==> config.mk <==
export PLATFORM = sky130hd
export DESIGN_NAME = extended_hamming_stream_encoder
export DESIGN_NICKNAME = d
export VERILOG_FILES = /design/src/rtl/extended_hamming_pkg.sv /design/src/rtl/extended_hamming_encoder.sv /design/src/rtl/extended_hamming_stream_encoder.sv
export SDC_FILE = /design/constraint.sdc
export NUM_CORES = 1
export LEC_CHECK = 0
export ABC_AREA = 1
export ABC_CLOCK_PERIOD_IN_PS = 3450
export CAP_MARGIN = 10
export CORE_ASPECT_RATIO = 0.6
export CORE_MARGIN = 1
export CORE_UTILIZATION = 55
export DETAILED_ROUTE_END_ITERATION = 7
export DONT_BUFFER_PORTS = 1
export MAX_ROUTING_LAYER = met4
export PLACE_DENSITY_LB_ADDON = 0.3
export SLEW_MARGIN = 15
export SYNTH_ARGS = -nofsm -noshare
export SYNTH_HDL_FRONTEND = slang
export SYNTH_SLANG_ARGS = --single-unit
==> constraint.sdc <==
create_clock -name clock -period 3.45 [get_ports clock]
set_input_delay 1.035 -clock clock [delete_from_list [all_inputs] [get_ports clock]]
set_output_delay 1.035 -clock clock [all_outputs]
set_load 0.05 [all_outputs]
==> src/rtl/extended_hamming_pkg.sv <==
// Shared types and width helpers for the extended Hamming (SECDED) stream encoder.
package extended_hamming_pkg;

  typedef enum logic [1:0] {
    INJ_NONE,
    INJ_SINGLE,
    INJ_DOUBLE
  } inj_kind_t;

  typedef enum logic [1:0] {
    BUF_EMPTY,
    BUF_ONE,
    BUF_FULL
  } buf_state_t;

  // Hamming bits r with 2^r >= dw + r + 1, plus one overall parity bit.
  function automatic int get_extended_hamming_parity_width(input int dw);
    int r;
    r = 1;
    while ((1 << r) < dw + r + 1) r++;
    return r + 1;
  endfunction

  // Largest data width a given code width protects: 2^(pw-1) - (pw-1) - 1.
  function automatic int get_extended_hamming_data_width(input int pw);
    return (1 << (pw - 1)) - pw;
  endfunction

  function automatic logic [1:0] inj_mask(input inj_kind_t k);
    logic [1:0] m;
    m = 2'b00;
    unique case (k)
      INJ_SINGLE: m = 2'b01;
      INJ_DOUBLE: m = 2'b11;
      default:    m = 2'b00;
    endcase
    return m;
  endfunction

endpackage

==> src/rtl/extended_hamming_encoder.sv <==
// Combinational extended Hamming encoder: code = {overall parity, hamming bits}.
// Data is zero-padded to the full width the code covers, matching the checker.
module extended_hamming_encoder
  import extended_hamming_pkg::*;
#(
  parameter  int DATA_WIDTH   = 8,
  localparam int PARITY_WIDTH = get_extended_hamming_parity_width(DATA_WIDTH)
) (
  input  logic [DATA_WIDTH-1:0]   data_i,
  output logic [PARITY_WIDTH-1:0] code_o
);

  localparam int HP   = PARITY_WIDTH - 1;
  localparam int PADW = get_extended_hamming_data_width(PARITY_WIDTH);

  // Data bit k sits at the k-th non-power-of-two codeword position;
  // hamming bit i covers every position with bit i set.
  function automatic logic [PADW-1:0] cover_mask(input int i);
    logic [PADW-1:0] m;
    int p;
    m = '0;
    p = 2;
    for (int k = 0; k < PADW; k++) begin
      p++;
      while ((p & (p - 1)) == 0) p++;
      m[k] = ((p >> i) & 1) != 0;
    end
    return m;
  endfunction

  logic [PADW-1:0] pad;
  logic [HP-1:0]   hp;

  assign pad = PADW'(data_i);

  for (genvar i = 0; i < HP; i++) begin : g_hp
    localparam logic [PADW-1:0] M = cover_mask(i);
    assign hp[i] = ^(pad & M);
  end

  assign code_o = {(^pad) ^ (^hp), hp};

endmodule

==> src/rtl/extended_hamming_stream_encoder.sv <==
// Streaming SECDED encoder with a registered 2-entry skid buffer and
// one-shot single/double error injection on the outgoing data.
module extended_hamming_stream_encoder
  import extended_hamming_pkg::*;
#(
  parameter  int DATA_WIDTH   = 8,
  localparam int PARITY_WIDTH = get_extended_hamming_parity_width(DATA_WIDTH)
) (
  input  logic                    clock,
  input  logic                    reset,
  input  logic                    in_valid,
  output logic                    in_ready,
  input  logic [DATA_WIDTH-1:0]   in_data,
  output logic                    out_valid,
  input  logic                    out_ready,
  output logic [DATA_WIDTH-1:0]   out_data,
  output logic [PARITY_WIDTH-1:0] out_code,
  input  logic                    inject_single,
  input  logic                    inject_double,
  output logic                    injection_pending
);

  buf_state_t              state_q;
  logic [DATA_WIDTH-1:0]   main_data_q, skid_data_q;
  logic [PARITY_WIDTH-1:0] main_code_q, skid_code_q;
  logic                    in_ready_q, out_valid_q;
  logic                    arm_s_q, arm_d_q, pend_q;

  logic                    in_xfer, out_xfer;
  logic                    arm_s_d, arm_d_d;
  inj_kind_t               kind;
  logic [DATA_WIDTH-1:0]   word_data;
  logic [PARITY_WIDTH-1:0] word_code;

  extended_hamming_encoder #(
    .DATA_WIDTH(DATA_WIDTH)
  ) u_enc (
    .data_i(in_data),
    .code_o(word_code)
  );

  // Double wins over single; an accepted word consumes every armed flag.
  always_comb begin
    in_xfer  = in_valid & in_ready_q;
    out_xfer = out_valid_q & out_ready;
    arm_s_d  = arm_s_q | inject_single;
    arm_d_d  = arm_d_q | inject_double;
    kind     = INJ_NONE;
    priority case (1'b1)
      arm_d_d: kind = INJ_DOUBLE;
      arm_s_d: kind = INJ_SINGLE;
      default: kind = INJ_NONE;
    endcase
    word_data = in_data ^ DATA_WIDTH'(inj_mask(kind));
    if (in_xfer) begin
      arm_s_d = 1'b0;
      arm_d_d = 1'b0;
    end
  end

  always_ff @(posedge clock or posedge reset) begin
    if (reset) begin
      state_q     <= BUF_EMPTY;
      main_data_q <= '0;
      main_code_q <= '0;
      skid_data_q <= '0;
      skid_code_q <= '0;
      in_ready_q  <= 1'b1;
      out_valid_q <= 1'b0;
      arm_s_q     <= 1'b0;
      arm_d_q     <= 1'b0;
      pend_q      <= 1'b0;
    end else begin
      arm_s_q <= arm_s_d;
      arm_d_q <= arm_d_d;
      pend_q  <= arm_s_d | arm_d_d;
      unique case (state_q)
        BUF_EMPTY: begin
          if (in_xfer) begin
            main_data_q <= word_data;
            main_code_q <= word_code;
            out_valid_q <= 1'b1;
            state_q     <= BUF_ONE;
          end
        end
        BUF_ONE: begin
          unique case ({in_xfer, out_xfer})
            2'b10: begin
              skid_data_q <= word_data;
              skid_code_q <= word_code;
              in_ready_q  <= 1'b0;
              state_q     <= BUF_FULL;
            end
            2'b01: begin
              out_valid_q <= 1'b0;
              state_q     <= BUF_EMPTY;
            end
            2'b11: begin
              main_data_q <= word_data;
              main_code_q <= word_code;
            end
            default: ;
          endcase
        end
        BUF_FULL: begin
          if (out_xfer) begin
            main_data_q <= skid_data_q;
            main_code_q <= skid_code_q;
            in_ready_q  <= 1'b1;
            state_q     <= BUF_ONE;
          end
        end
        default: begin
          in_ready_q  <= 1'b1;
          out_valid_q <= 1'b0;
          state_q     <= BUF_EMPTY;
        end
      endcase
    end
  end

  assign in_ready          = in_ready_q;
  assign out_valid         = out_valid_q;
  assign out_data          = main_data_q;
  assign out_code          = main_code_q;
  assign injection_pending = pend_q;

endmodule

# --- After elaboration in Yosys (flattened, before gate mapping) ---
# Cells that the tools add are included.
word_totals:
  regBits: 33
  inputBits: 14
  out_inout_bits: 16
  wordCells: 68
classes:
  eq_ne: 13
  mux: 23
  bitwise_logic: 9
  n_reduce_logical: 13
ops:
  columns: ["op", "count"]
  rows:
  - ["11-bit XOR reduction", 5]
  - ["8-bit two-way mux", 3]
  - ["8-bit one-hot mux with 3 select lines", 1]
  - ["5-bit two-way mux", 3]
  - ["5-bit one-hot mux with 3 select lines", 1]
  - ["3-bit AND reduction", 3]
  - ["2-bit == test (second input constant)", 4]
  - ["2-bit one-hot mux with 2 select lines", 2]
  - ["8-bit by 2-bit XOR with 8-bit output", 1]
  - ["1-bit two-way mux", 7]
  - ["2-bit by 1-bit == test with 1-bit output (second input constant)", 3]
  - ["2-bit two-way mux", 3]
  - ["2-bit != test (second input constant)", 3]
  - ["1-bit one-hot mux with 3 select lines", 2]
  - ["2-bit one-hot mux with 3 select lines", 1]
  - ["2-bit by 1-bit != test with 1-bit output (second input constant)", 2]
  - ["4-bit AND reduction", 1]
  - ["4-bit XOR reduction", 1]
  - ["3-bit by 2-bit != test with 1-bit output (second input constant)", 1]
  - ["1-bit bitwise OR", 3]
  - ["3-bit nonzero test", 1]
  - ["1-bit bitwise AND", 2]
  - ["2-bit logical NOT", 1]
  - ["1-bit inverter", 2]
  - ["2 further kinds", 2]

# --- Depth between registers and ports, before layout ---
# Gate-level depths: netlist (run 1).
depth:
  depth_word: 8
  mapped_depth: 10
  mapped_depth_nobuf: 10

# --- Modules after synthesis ---
# A second synthesis (run 1) with hierarchy kept.
unflattened:
  cells_unflattened: 236
  area_unflattened_um2: 1735.4
modules_own_cells:
  columns: ["mod", "n_inst", "cells_each", "area_per_inst_um2", "seq_area_each_um2"]
  rows:
  - ["extended_hamming_stream_encoder", 1, 185, 1498.9, 827.0]
  - ["extended_hamming_encoder", 1, 51, 236.5, 0.0]

# --- Worst setup path before layout (run 1) ---
# Ideal clock, no wire load.
synth_path:
  path_type: "input -> register"
  start: "in out_ready"
  end: "reg skid_code_q[1]"
  setup_time_ns: 0.117
  arrival_ns: 1.756
  required_time_ns: 3.333
  slack_ns: 1.576
  cell_stages: 9
  path_buffers: 1
  path_cell_list: "nand2_1 > inv_1 > nor2_1 > inv_1 > nor2_2 > inv_2 > buf_6 > nand2_1 > nand2_1"
synth_between:
  elab_chain_cells: 3
synth_rtl:
  columns: ["element", "line", "source"]
  rows:
  - ["start, declared", "extended_hamming_stream_encoder.sv:15", "input logic out_ready,"]
  - ["1-bit bitwise AND", "extended_hamming_stream_encoder.sv:45", "out_xfer = out_valid_q & out_ready;"]
  - ["2-bit == test", "extended_hamming_stream_encoder.sv:87", "unique case ({in_xfer, out_xfer})"]
  - ["2-bit AND reduction (no line)", null, null]
  - ["end signal, assigned", "extended_hamming_stream_encoder.sv:90", "skid_code_q <= word_code;"]
  - ["end, declared", "extended_hamming_stream_encoder.sv:25", "logic [PARITY_WIDTH-1:0] main_code_q, skid_code_q;"]
# Every way passes these cells.
# A chain may end at the register's enable or synchronous reset.

# --- Worst setup path after layout (run 1) ---
layout_path:
  start: "reg in_ready_q (netlist: in_ready)"
  end: "reg skid_data_q[6]"
layout_between:
  elab_chain_cells: 3
layout_rtl:
  columns: ["element", "line", "source"]
  rows:
  - ["start, declared", "extended_hamming_stream_encoder.sv:26", "logic in_ready_q, out_valid_q;"]
  - ["start signal, assigned", "extended_hamming_stream_encoder.sv:68", "in_ready_q <= 1'b1;"]
  - ["start signal, assigned", "extended_hamming_stream_encoder.sv:91", "in_ready_q <= 1'b0;"]
  - ["start signal, assigned", "extended_hamming_stream_encoder.sv:109", "in_ready_q <= 1'b1;"]
  - ["1-bit bitwise AND", "extended_hamming_stream_encoder.sv:44", "in_xfer = in_valid & in_ready_q;"]
  - ["2-bit == test", "extended_hamming_stream_encoder.sv:87", null]
  - ["2-bit AND reduction (no line)", null, null]
  - ["end signal, assigned", "extended_hamming_stream_encoder.sv:89", "skid_data_q <= word_data;"]
  - ["end, declared", "extended_hamming_stream_encoder.sv:24", "logic [DATA_WIDTH-1:0] main_data_q, skid_data_q;"]
# Every way passes these cells.

==> results of run 1 <==
[stage by stage]
step	util	total power, W	hold WS, ns	cell area (um2)
after floorplan	-	0.000459	0.442	1700
after global placement	0.589	0.000468	0.461	1700
after detailed placement	0.589	0.000470	0.462	1700
after CTS	0.629	0.000843	0.479	1820
after global routing	0.629	0.000866	0.513	1820
final	0.629	0.000838	0.480	1820
[worst reg2reg max path, cell delays in order, from the launching register on]
cell     delay, ns
dfstp_2       0.70
nand2_1       0.16
nor2_1        0.16
inv_1         0.08
nor2_2        0.39
inv_2         0.27
nand2_1       0.12
o21ai_0       0.10
[cell usage in the layout (no fill, tap or decap), drive strengths merged, types with 2 or more instances in the layout]
master / netlist / layout
clkbuf: 0 / 7
or2: 2 / 2
a31oi: 7 / 7
inv: 24 / 24
nand3: 12 / 12
a21oi: 11 / 11
nand2: 77 / 77
xnor2: 2 / 2
o21ai: 17 / 17
dfrtp: 32 / 32
xor2: 5 / 5
nor2: 15 / 15
[layer usage]
metal / track usage / wire, um / up-vias
met5: - / 0 / -
met4: 0.0962 / 40 / 0
met3: 0.0692 / 235 / 6
met2: 0.338 / 1530 / 47
met1: 0.325 / 1640 / 621
li1: - / - / 679
[layout make-up]
type | instances | area share
Sequential cell | 33 | 0.455
Multi-Input combinational cell | 150 | 0.397
Inverter | 24 | 0.0509
Clock buffer | 7 | 0.0475
Tap cell | 42 | 0.0289
Clock inverter | 1 | 0.0165
Timing Repair Buffer | 1 | 0.00413
[registers in the layout, summed over array words and instances, names as in the netlist]
signal             flops
arm_d_q                1
arm_s_q                1
in_ready               1
injection_pending      1
out_code               5
out_data               8
out_valid              1
skid_code_q            5
skid_data_q            8
state_q                2
[cell families (layout without fill, tap and decap cells)]
group	count (synthesis)	in the layout	synth area share
DFF	33	33	0.488
buffers and inverters	30	33	0.0863
AOI/OAI and AO/OA	36	36	0.130
xor gates and xnor gates	7	7	0.0362
and+or+nand+nor	107	107	0.260
[worst min path at each step]
stage / to / from / slack [ns]
3_3_place_gp: skid_data_q[2]$_DFFE_PP0P_ / skid_data_q[2]$_DFFE_PP0P_ / 0.46
5_1_grt: skid_data_q[3]$_DFFE_PP0P_ / skid_data_q[3]$_DFFE_PP0P_ / 0.51
3_5_place_dp: skid_data_q[3]$_DFFE_PP0P_ / skid_data_q[3]$_DFFE_PP0P_ / 0.46
4_1_cts: skid_data_q[3]$_DFFE_PP0P_ / skid_data_q[3]$_DFFE_PP0P_ / 0.48
2_1_floorplan: skid_data_q[2]$_DFFE_PP0P_ / skid_data_q[2]$_DFFE_PP0P_ / 0.44
6_report: skid_data_q[3]$_DFFE_PP0P_ / skid_data_q[3]$_DFFE_PP0P_ / 0.48
[power by group]
part / switching (W) / internal [W]
clock: 0.000140 / 0.000235
sequential: 0.0000167 / 0.000391
combinational: 0.0000359 / 0.0000193
==> impl_metrics.json, run 1 <==
{
  "fillers": 259,
  "hp-class": "flop to flop",
  "die_y_um": 45.0,
  "whs_path_depth": 2,
  "setup_tns_ns": 0,
  "synth_top_area_frac": 0.472,
  "port-buffer-count": 0,
  "drt-vias-per-instance": 5.24,
  "synth_nets": 227,
  "netlist_top_cells_count": "75 x nand2_1, 32 x dfrtp_1, 20 x inv_1, 13 x nor2_1, 11 x nand3_1",
  "path_cells": "nand2_1 -> nor2_1 -> inv_1 -> nor2_2 -> inv_2 -> nand2_1 -> o21ai_0",
  "drtIter0Drc": 62,
  "cp_top_family": "simple AND/OR/NAND/NOR gates",
  "h-tree-depth": 2,
  "crit_start": "in_ready$_DFFE_PP1P_",
  "async_reset_ff_frac": 1.00,
  "yosys.area.top_type": "dfrtp_1",
  "status": "completed",
  "reg2reg_from": "in_ready$_DFFE_PP1P_",
  "synth.distinct_cells": 26,
  "crit_path_max_incr_delay_ns": 0.70,
  "fmax_ghz": 0.473,
  "nets": 229,
  "setup_viol": 0,
  "ctsResizeCount": 0,
  "initial_core_util": 0.587,
  "grt_max_degree": 18,
  "fin_skew_ns": 0.00222,
  "grt_pass1_vias": 1225,
  "r2r_cells": 7,
  "area_growth_pct": 7.23,
  "dieArea_um2": 3320,
  "vias": 1353,
  "crit_path_end_kind": "flop",
  "cp_common_cell": "nand2_1",
  "worstPathArrival_ns": 2.26,
  "gp_congestion": 0.885,
  "first_pass_iters": 4,
  "slew_violations": 0,
  "cts-buffers-inserted": 5,
  "worstSetupEndpoint": "skid_data_q[6]$_DFFE_PP0P_",
  "drc": 0,
  "fin_cells": 258,
  "hold_buffers": 0,
  "p_leak_nw": 0.944,
  "grt_setup_unrepaired": "no",
  "hold_viol_final": 0,
  "grt_usage": 0.239,
  "worst_slew_pin_slew_ns": 0.637,
  "n_antenna_cell": 0,
  "io_pins": 30,
  "register_area_um2": 827,
  "crit_required_ns": 3.60,
  "setup_ws_ns": 1.34,
  "cts_tree": "built",
  "fp.coreArea_um2": 2890,
  "avgSynthCellArea_um2": 7.96,
  "worstPathMaxFanout": 16,
  "synth_most_common_cell": "nand2_1",
  "synth-seq-cells": 33,
  "post-route-min-period_ns": 2.11,
  "synth_area_leaders": "dfrtp_1 47%, nand2_1 17%, inv_1 4.4%",
  "dpl.cell_count": 250,
  "worstSetupPathType": "flop to flop",
  "synth-edff-count": 0,
  "ys.flop_type": "dfrtp_1",
  "grt_pass1_wl_um": 5580,
  "drive_above_1_share": 0.116,
  "clk_latency_ns": 0.28,
  "power_density_nw_per_um2": 461,
  "r2r_end": "skid_data_q[6]$_DFFE_PP0P_",
  "grt_overflow_total": 0,
  "hpwl_um": 2500,
  "wire_per_inst_um": 13.4,
  "post-cts-setup-buffers": 0,
  "cts.sinks": 33,
  "syn-instance-count": 213,
  "pre_cts_ws_ns": 1.09,
  "cap_violations": 0,
  "rows": 15,
  "synth_area_um2": 1700,
  "crit_buf_inv": 2,
  "vdd_ir_drop_max_uv": 290,
  "antenna_found_initial": 0,
  "clk_path_buf_depth": 2,
  "slew_headroom": 0.575,
  "clock_tree.root_cell": "clkbuf_8",
  "ys_warn_count": 0,
  "fin_crit_sh": 0.613,
  "wirelength_um": 3450,
  "multi_input_area_um2": 722,
  "ys_seq_area_frac": 0.488,
  "worst_setup_path_start_kind": "flop",
  "clk_pin_slew_ns": 0.07,
  "r2r_slack_ns": 1.34,
  "antenna_left": 0,
  "die_x_um": 73.7,
  "cpMaxStageDelayCell": "dfstp_2",
  "crit_cells": 7
}
(Power assumes the default switching activity.)
==> run 2: changes to the inputs <==
--- a/config.mk
+++ b/config.mk
@@ -6,7 +6,7 @@
 export NUM_CORES = 1
 export LEC_CHECK = 0
 export ABC_AREA = 1
-export ABC_CLOCK_PERIOD_IN_PS = 3450
+export ABC_CLOCK_PERIOD_IN_PS = 2000
 export CAP_MARGIN = 10
 export CORE_ASPECT_RATIO = 0.6
 export CORE_MARGIN = 1
==> constraint.sdc (replaced) <==
create_clock -name clock -period 2 [get_ports clock]
set_input_delay 0.6 -clock clock [delete_from_list [all_inputs] [get_ports clock]]
set_output_delay 0.6 -clock clock [all_outputs]
set_load 0.05 [all_outputs]
==> run 2 against run 1 <==
Net effect:
- combinational power grew 70%
- register-to-register slack lost 0.92 ns
- sequential power grew 73%
- total power grew 52%
- clock skew grew 0.00077 ns
- highest routed layer unchanged
- setup slack lost 0.94 ns
- critical path type is now flop to output pin
- routed wire length shrank 2.5%
==> impl_metrics.json, run 2 (synthesized netlist as in run 1, its figures left out) <==
{
  "h-tree-depth": 2,
  "post-route-min-period_ns": 1.60,
  "ctsResizeCount": 0,
  "grt_pass1_wl_um": 5490,
  "status": "completed",
  "grt_usage": 0.236,
  "grt_overflow_total": 0,
  "post-cts-setup-buffers": 0,
  "hpwl_um": 2440,
  "clk_latency_ns": 0.28,
  "reg2reg_from": "state_q[1]$_DFFE_PP0P_",
  "die_x_um": 73.7,
  "drc": 0,
  "dieArea_um2": 3320,
  "design_area_um2": 1810,
  "fillers": 261,
  "met3_usage": 0.0647,
  "crit_buf_inv": 1,
  "drive_above_1_share": 0.128,
  "r2r_end": "out_data[4]$_DFFE_PP0P_",
  "cts-buffers-inserted": 5,
  "final_common_cell": "nand2_1",
  "antenna_left": 0,
  "worstPathMaxFanout": 2,
  "setup_viol": 0,
  "cts.sinks": 33,
  "cpMaxStageDelayCell": "dfstp_2",
  "path_cells": "buf_4",
  "cap_violations": 0,
  "grt_busiest_layer": "met2",
  "worst_slew_pin_slew_ns": 0.516,
  "p_leak_nw": 0.947,
  "wirelength_um": 3360,
  "pre_cts_ws_ns": 0.394,
  "drt-vias-per-instance": 5.12,
  "drtIter0Drc": 92,
  "crit_required_ns": 1.40,
  "grt_use_met2": 0.341,
  "place_area_um2": 1720,
  "crit_path_end_kind": "output pin",
  "rows": 15,
  "multi_input_area_um2": 722,
  "crit_path_max_incr_delay_ns": 0.53,
  "register_area_um2": 827,
  "post-route-util": 0.625,
  "vias": 1337,
  "n_antenna_cell": 0,
  "nets": 232,
  "hold_viol_final": 0,
  "grtUsageMet1": 0.327,
  "worst_setup_path_start_kind": "flop",
  "hold_buffers": 0,
  "grt_pass1_vias": 1179,
  "port-buffer-count": 0,
  "vdd_ir_drop_max_uv": 384,
  "slew_violations": 0,
  "fmax_ghz": 0.625,
  "die_y_um": 45.0,
  "area_growth_pct": 6.57,
  "fin_skew_ns": 0.00299,
  "wire_per_inst_um": 12.9,
  "grt_max_degree": 34,
  "cts_tree": "built",
  "hp-class": "primary input to async pin",
  "antenna_found_initial": 0,
  "clk_path_buf_depth": 2,
  "setup_tns_ns": 0,
  "layout_common_cells": "75 x nand2_1, 32 x dfrtp_1, 20 x inv_1",
  "holdWs_ns": 0.291,
  "worstPathArrival_ns": 1.00,
  "worstSetupPathType": "flop to output pin",
  "clk_pin_slew_ns": 0.07,
  "cp_top_family": "flip-flops",
  "first_pass_iters": 4,
  "r2r_slack_ns": 0.42,
  "slew_headroom": 0.656,
  "power_density_nw_per_um2": 705,
  "grt_setup_unrepaired": "no",
  "r2r_cells": 6,
  "clock_tree.root_cell": "clkbuf_8",
  "fin_crit_sh": 0.800,
  "io_pins": 30,
  "fp.coreArea_um2": 2890,
  "initial_core_util": 0.587,
  "gp_congestion": 0.850,
  "setup_ws_ns": 0.399
}
-- run 2: metal layers --
| metal | share of wire | wire (um) |
|---|---|---|
| met4 | 0.0068 | 23 |
| met2 | 0.45 | 1500 |
| met5 | 0 | 0 |
| met3 | 0.070 | 235 |
| met1 | 0.48 | 1610 |
-- run 2: worst max-delay path by stage --
stage	start	end	slack [ns]	depth (start not counted)
after CTS	in_ready$_DFFE_PP1P_	in_ready	0.39	1
after detailed placement	in_valid	out_data[4]$_DFFE_PP0P_	0.39	6
final	in_ready$_DFFE_PP1P_	in_ready	0.40	1
after global routing	state_q[1]$_DFFE_PP0P_	out_data[4]$_DFFE_PP0P_	0.30	6
after global placement	state_q[1]$_DFFE_PP0P_	out_data[1]$_DFFE_PP0P_	0.48	5
after floorplan	in_ready$_DFFE_PP1P_	skid_code_q[1]$_DFFE_PP0P_	0.44	8
-- run 2: per-stage QoR --
stage / std cells / total power, W
6_report: 261 / 0.00127
5_1_grt: 261 / 0.00133
4_1_cts: 261 / 0.00129
3_5_place_dp: 253 / 0.000809
3_3_place_gp: 253 / 0.000807
2_1_floorplan: 213 / 0.000791
-- run 2: power breakdown --
| group | switching [W] | internal [W] |
|---|---|---|
| registers | 0.0000289 | 0.000674 |
| clock network | 0.000237 | 0.000241 |
| logic | 0.0000603 | 0.0000333 |
| total | 0.000326 | 0.000948 |
-- run 2: layout make-up --
class	instances	area share
flip-flops and latches	33	0.458
well taps	42	0.0291
clock inverters	2	0.00554
repair buffers	4	0.0166
clock buffers	6	0.0402
inverters	24	0.0512
multi-input cells	150	0.400
==> run 3: changes to the inputs <==
--- a/config.mk
+++ b/config.mk
@@ -6,7 +6,7 @@
 export NUM_CORES = 1
 export LEC_CHECK = 0
 export ABC_AREA = 1
-export ABC_CLOCK_PERIOD_IN_PS = 2000
+export ABC_CLOCK_PERIOD_IN_PS = 1600
 export CAP_MARGIN = 10
 export CORE_ASPECT_RATIO = 0.6
 export CORE_MARGIN = 1
==> constraint.sdc (replaced) <==
create_clock -name clock -period 1.6 [get_ports clock]
set_input_delay 0.48 -clock clock [delete_from_list [all_inputs] [get_ports clock]]
set_output_delay 0.48 -clock clock [all_outputs]
set_load 0.05 [all_outputs]
==> run 3 against run 2 <==
Net effect:
- global-route usage increased by 0.17 points
- routed wire length shrank 0.56%
- via count grew 0.60%
- combinational power is 26% higher
- non-clock buffer count increased by 1
- final area rose by 0.76%
- critical path depth rose by 5
- clock power is 29% higher
- sequential power is 25% higher
- largest cell class unchanged
- largest power group unchanged
- highest routed layer unchanged
==> impl_metrics.json, run 3 (synthesized netlist as in run 1, its figures left out) <==
{
  "worstPathMaxFanout": 15,
  "drc": 0,
  "fp.coreArea_um2": 2890,
  "slew_violations": 0,
  "nets": 233,
  "hpwl_um": 2450,
  "wirelength_um": 3340,
  "fmax_ghz": 0.673,
  "initial_core_util": 0.587,
  "worstPathArrival_ns": 1.68,
  "die_y_um": 45.0,
  "wire_per_inst_um": 12.8,
  "power_density_nw_per_um2": 886,
  "antenna_found_initial": 0,
  "p_leak_nw": 0.949,
  "clk_pin_slew_ns": 0.06,
  "clk_path_buf_depth": 2,
  "r2r_slack_ns": 0.11,
  "n_antenna_cell": 0,
  "first_pass_iters": 4,
  "fin_crit_sh": 0.928,
  "area_growth_pct": 7.38,
  "setup_tns_ns": 0,
  "cap_violations": 0,
  "grt_max_degree": 34,
  "cts_tree": "built",
  "design_area_um2": 1820,
  "worst_slew_pin_slew_ns": 0.491,
  "r2r_cells": 6,
  "r2r_end": "out_data[6]$_DFFE_PP0P_",
  "post-route-min-period_ns": 1.49,
  "drt-vias-per-instance": 5.15,
  "dieArea_um2": 3320,
  "grt_overflow_total": 0,
  "drtIter0Drc": 113,
  "slew_headroom": 0.673,
  "post-route-util": 0.630,
  "grt_usage": 0.237,
  "clk_latency_ns": 0.28,
  "layout_common_cells": "75 x nand2_1, 32 x dfrtp_1, 20 x inv_1",
  "rows": 15,
  "hold_viol_final": 0,
  "crit_path_max_incr_delay_ns": 0.53,
  "post-cts-setup-buffers": 0,
  "grt_setup_unrepaired": "no",
  "antenna_left": 0,
  "cpMaxStageDelayCell": "dfstp_2",
  "port-buffer-count": 0,
  "crit_path_end_kind": "flop",
  "dpl.cell_count": 254,
  "clock_tree.root_cell": "clkbuf_8",
  "fin_cells": 261,
  "die_x_um": 73.7,
  "vdd_ir_drop_max_uv": 454,
  "cts-buffers-inserted": 5,
  "worstSetupPathType": "flop to flop",
  "drive_above_1_share": 0.128,
  "final_common_cell": "nand2_1",
  "grt_pass1_vias": 1191,
  "gp_congestion": 0.829,
  "fillers": 253,
  "reg2reg_from": "in_ready$_DFFE_PP1P_",
  "vias": 1345,
  "h-tree-depth": 2,
  "io_pins": 30,
  "setup_viol": 0,
  "place_area_um2": 1730,
  "grt_pass1_wl_um": 5470,
  "path_cells": "nand2_1 -> o21ai_1 -> nand2_2 -> inv_6 -> nor2_1 -> a31oi_1",
  "fin_skew_ns": 0.00330,
  "worst_setup_path_start_kind": "flop",
  "cts.sinks": 33,
  "crit_required_ns": 1.80,
  "hp-class": "primary input to async pin",
  "status": "completed",
  "total_power_w": 0.00161
}
run 3: metrics by stage:
stage               hold slack, ns  setup slack, ns
floorplan                    0.442           0.0401
global placement             0.454            0.195
detailed placement           0.459            0.114
CTS                          0.180            0.107
global route                 0.201          0.00618
finish                       0.167            0.115
run 3: worst max-delay path by stage:
| stage | start | end | slack, ns | depth (start not counted) |
|---|---|---|---|---|
| floorplan | in_ready$_DFFE_PP1P_ | skid_code_q[1]$_DFFE_PP0P_ | 0.04 | 8 |
| global placement | in_ready$_DFFE_PP1P_ | out_data[1]$_DFFE_PP0P_ | 0.20 | 6 |
| detailed placement | in_ready$_DFFE_PP1P_ | out_data[6]$_DFFE_PP0P_ | 0.11 | 6 |
| CTS | in_ready$_DFFE_PP1P_ | out_data[6]$_DFFE_PP0P_ | 0.11 | 6 |
| global route | in_ready$_DFFE_PP1P_ | out_data[7]$_DFFE_PP0P_ | 0.006 | 6 |
| finish | in_ready$_DFFE_PP1P_ | out_data[6]$_DFFE_PP0P_ | 0.11 | 6 |
run 3: area by class of cell:
type	instances	area [um2]	share of cell area
Inverter	24	95.1	0.0522
Multi-Input combinational cell	150	722	0.397
Timing Repair Buffer	5	37.5	0.0206
Clock buffer	7	86.3	0.0474
Sequential cell	33	827	0.454
Tap cell	42	52.6	0.0289
run 3: critical path: cells and delay by family (launching register included):
| kind | cells | cell delay, ns |
|---|---|---|
| flops | 1 | 0.53 |
| simple gates | 3 | 0.36 |
| compound gates | 2 | 0.32 |
| buf+inv | 1 | 0.19 |
run 3: power breakdown:
part	total, W	switching, W	internal, W
logic	0.000118	0.0000763	0.0000416
registers	0.000879	0.0000365	0.000843
clock network	0.000615	0.000275	0.000341
run 3: layer usage:
metal | track usage | routed length, um | up-vias
met1 | 0.304 | 1580 | 616
met2 | 0.350 | 1530 | 40
li1 | - | - | 685
met5 | - | 0 | -
met4 | 0.0692 | 24 | 0
met3 | 0.0938 | 219 | 4
run 3: what timing repair did:
action / in CTS / in global routing
hold endpoints to repair: 0 / 0
hold buffers: 0 / 0
gates resized for setup: 0 / 1
endpoints found under the setup margin: 0 / 4
==> variant: new RTL, flow settings as in run 2 <==
`DATA_WIDTH` is set to 8 in 2 places; all go to 9.
--- a/src/rtl/extended_hamming_encoder.sv
+++ b/src/rtl/extended_hamming_encoder.sv
@@ -3,7 +3,7 @@
 module extended_hamming_encoder
   import extended_hamming_pkg::*;
 #(
-  parameter  int DATA_WIDTH   = 8,
+  parameter  int DATA_WIDTH   = 9,
   localparam int PARITY_WIDTH = get_extended_hamming_parity_width(DATA_WIDTH)
 ) (
   input  logic [DATA_WIDTH-1:0]   data_i,
--- a/src/rtl/extended_hamming_stream_encoder.sv
+++ b/src/rtl/extended_hamming_stream_encoder.sv
@@ -3,7 +3,7 @@
 module extended_hamming_stream_encoder
   import extended_hamming_pkg::*;
 #(
-  parameter  int DATA_WIDTH   = 8,
+  parameter  int DATA_WIDTH   = 9,
   localparam int PARITY_WIDTH = get_extended_hamming_parity_width(DATA_WIDTH)
 ) (
   input  logic                    clock,
Ports: changed (resized in_data and out_data); port bits go from 30 to 32. No check against the original RTL was run, so the function may have changed too.
==> variant against run 2 <==
Die area rose by 6.5%; final area rose by 7.5%; final cell count rose by 3.8%; register-to-register slack got worse by 0.06 ns; fmax fell by 2.1%; routed wire length rose by 13%; via count rose by 6.7%; global-route usage rose by 1.5 points; total power rose by 11%; sequential cell count rose by 2; utilization rose by 2.2 points; worst setup slack got worse by 0.035 ns; sequential power rose by 5.5%; synthesized area rose by 6.8%; largest cell class unchanged.
==> variant: results <==
group,metric,value,unit
yosys,seq_area_frac_synth,48.4,%
route,drt-initial-drc-count,86,
global_route,use_met3,9.90,%
layout,layoutNonFillerInstCount,271,
sta,skew,0.00184,ns
power,comb_cell_power,0.000116,W
placed_design,io_buffers,0,
route,dr.max_layer_used,"met4",
placed_design,place.gp.congestion,0.829,
layout,drive_gt1_share,13.1,%
power,ir_drop,0.431,mV
power,p_switching,0.000351,W
global_route,grt_first_pass_wirelength,6.07,mm
yosys,ys_types,24,
yosys,synth.avg_cell_area,8.05,sq um
global_route,grt.total_usage,25.0,%
yosys,synth_common_cells,"nand2_1, dfrtp_1, nor2_1, inv_1, a21oi_1",
global_route,grtUsageMet2,34.0,%
layout,fillers,262,
global_route,grtUsageMet1,33.1,%
power,pwr-share-seq,52.3,%
route,drc,0,
placed_design,placed_cells,263,
route,vias,1427,
placed_design,dp_slack,0.333,ns
sta,slew_headroom,66.3,%
placed_design,detailed_place_hpwl,2.75,mm
route,met2_length,1.58,mm
global_route,grt_pass1_vias,1245,
route,route.met3.wl,321,microns
power,leakage,1.02,nW
global_route,grt_max_degree,36,
yosys,synth_area_leaders,"dfrtp_1, nand2_1, xor2_1",
route,post_drt_wl_per_cell,14.1,microns
setup_path,path_max_fanout,17,
run_status,status,"finished clean",
setup_path,critical_path_arrival,1.79,ns
route,met1Wirelength,1.83,mm
## variant: changes by cell type in the layout (fill, tap and decap cells not counted), sizes merged, moves of 2 or more
cell and delta:
dfrtp +2, nor2 +5, xnor2 +2, nand3 -4, inv -4, clkbuf +2, xor2 +5, or2 -2
nand2 +4
## variant: path summary, 6_finish.rpt
check / start / to / slack (ns) / depth (start not counted)
setup / recovery: state_q[1]$_DFFE_PP0P_ / out_data[4]$_DFFE_PP0P_ / 0.36 / 8
hold / removal: reset / out_data[4]$_DFFE_PP0P_ / 0.29 / 2
setup reg to reg: state_q[1]$_DFFE_PP0P_ / out_data[4]$_DFFE_PP0P_ / 0.36 / 8
hold reg to reg: skid_data_q[4]$_DFFE_PP0P_ / skid_data_q[4]$_DFFE_PP0P_ / 0.48 / 2
max in group asynchronous: reset / in_ready$_DFFE_PP1P_ / 1.38 / 2
min in group clock: in_data[4] / skid_data_q[4]$_DFFE_PP0P_ / 0.43 / 2
## variant: final cells by class
type / instances / area [sq um] / area share, %
Sequential cell: 35 / 877 / 45.1
Inverter: 21 / 80.1 / 4.12
Clock buffer: 8 / 100 / 5.15
Multi-Input combinational cell: 160 / 796 / 41.0
Tap cell: 42 / 52.6 / 2.70
Timing Repair Buffer: 5 / 37.5 / 1.93
## variant: cells by family after synthesis
family,after synthesis,synth area share [%]
buf+inv,30,7.60
simple gates,110,25.0
xor+xnor,14,6.77
compound gates,36,12.2
flops,35,48.4
## variant: critical path, cell delays in order, from the launching register on
cell and delay (ns):
dfrtp_1 0.44, inv_2 0.14, nor2_8 0.08, inv_2 0.08
o21ai_2 0.05, nand2_2 0.22, clkinv_2 0.28, nor2_1 0.16
a31oi_1 0.06
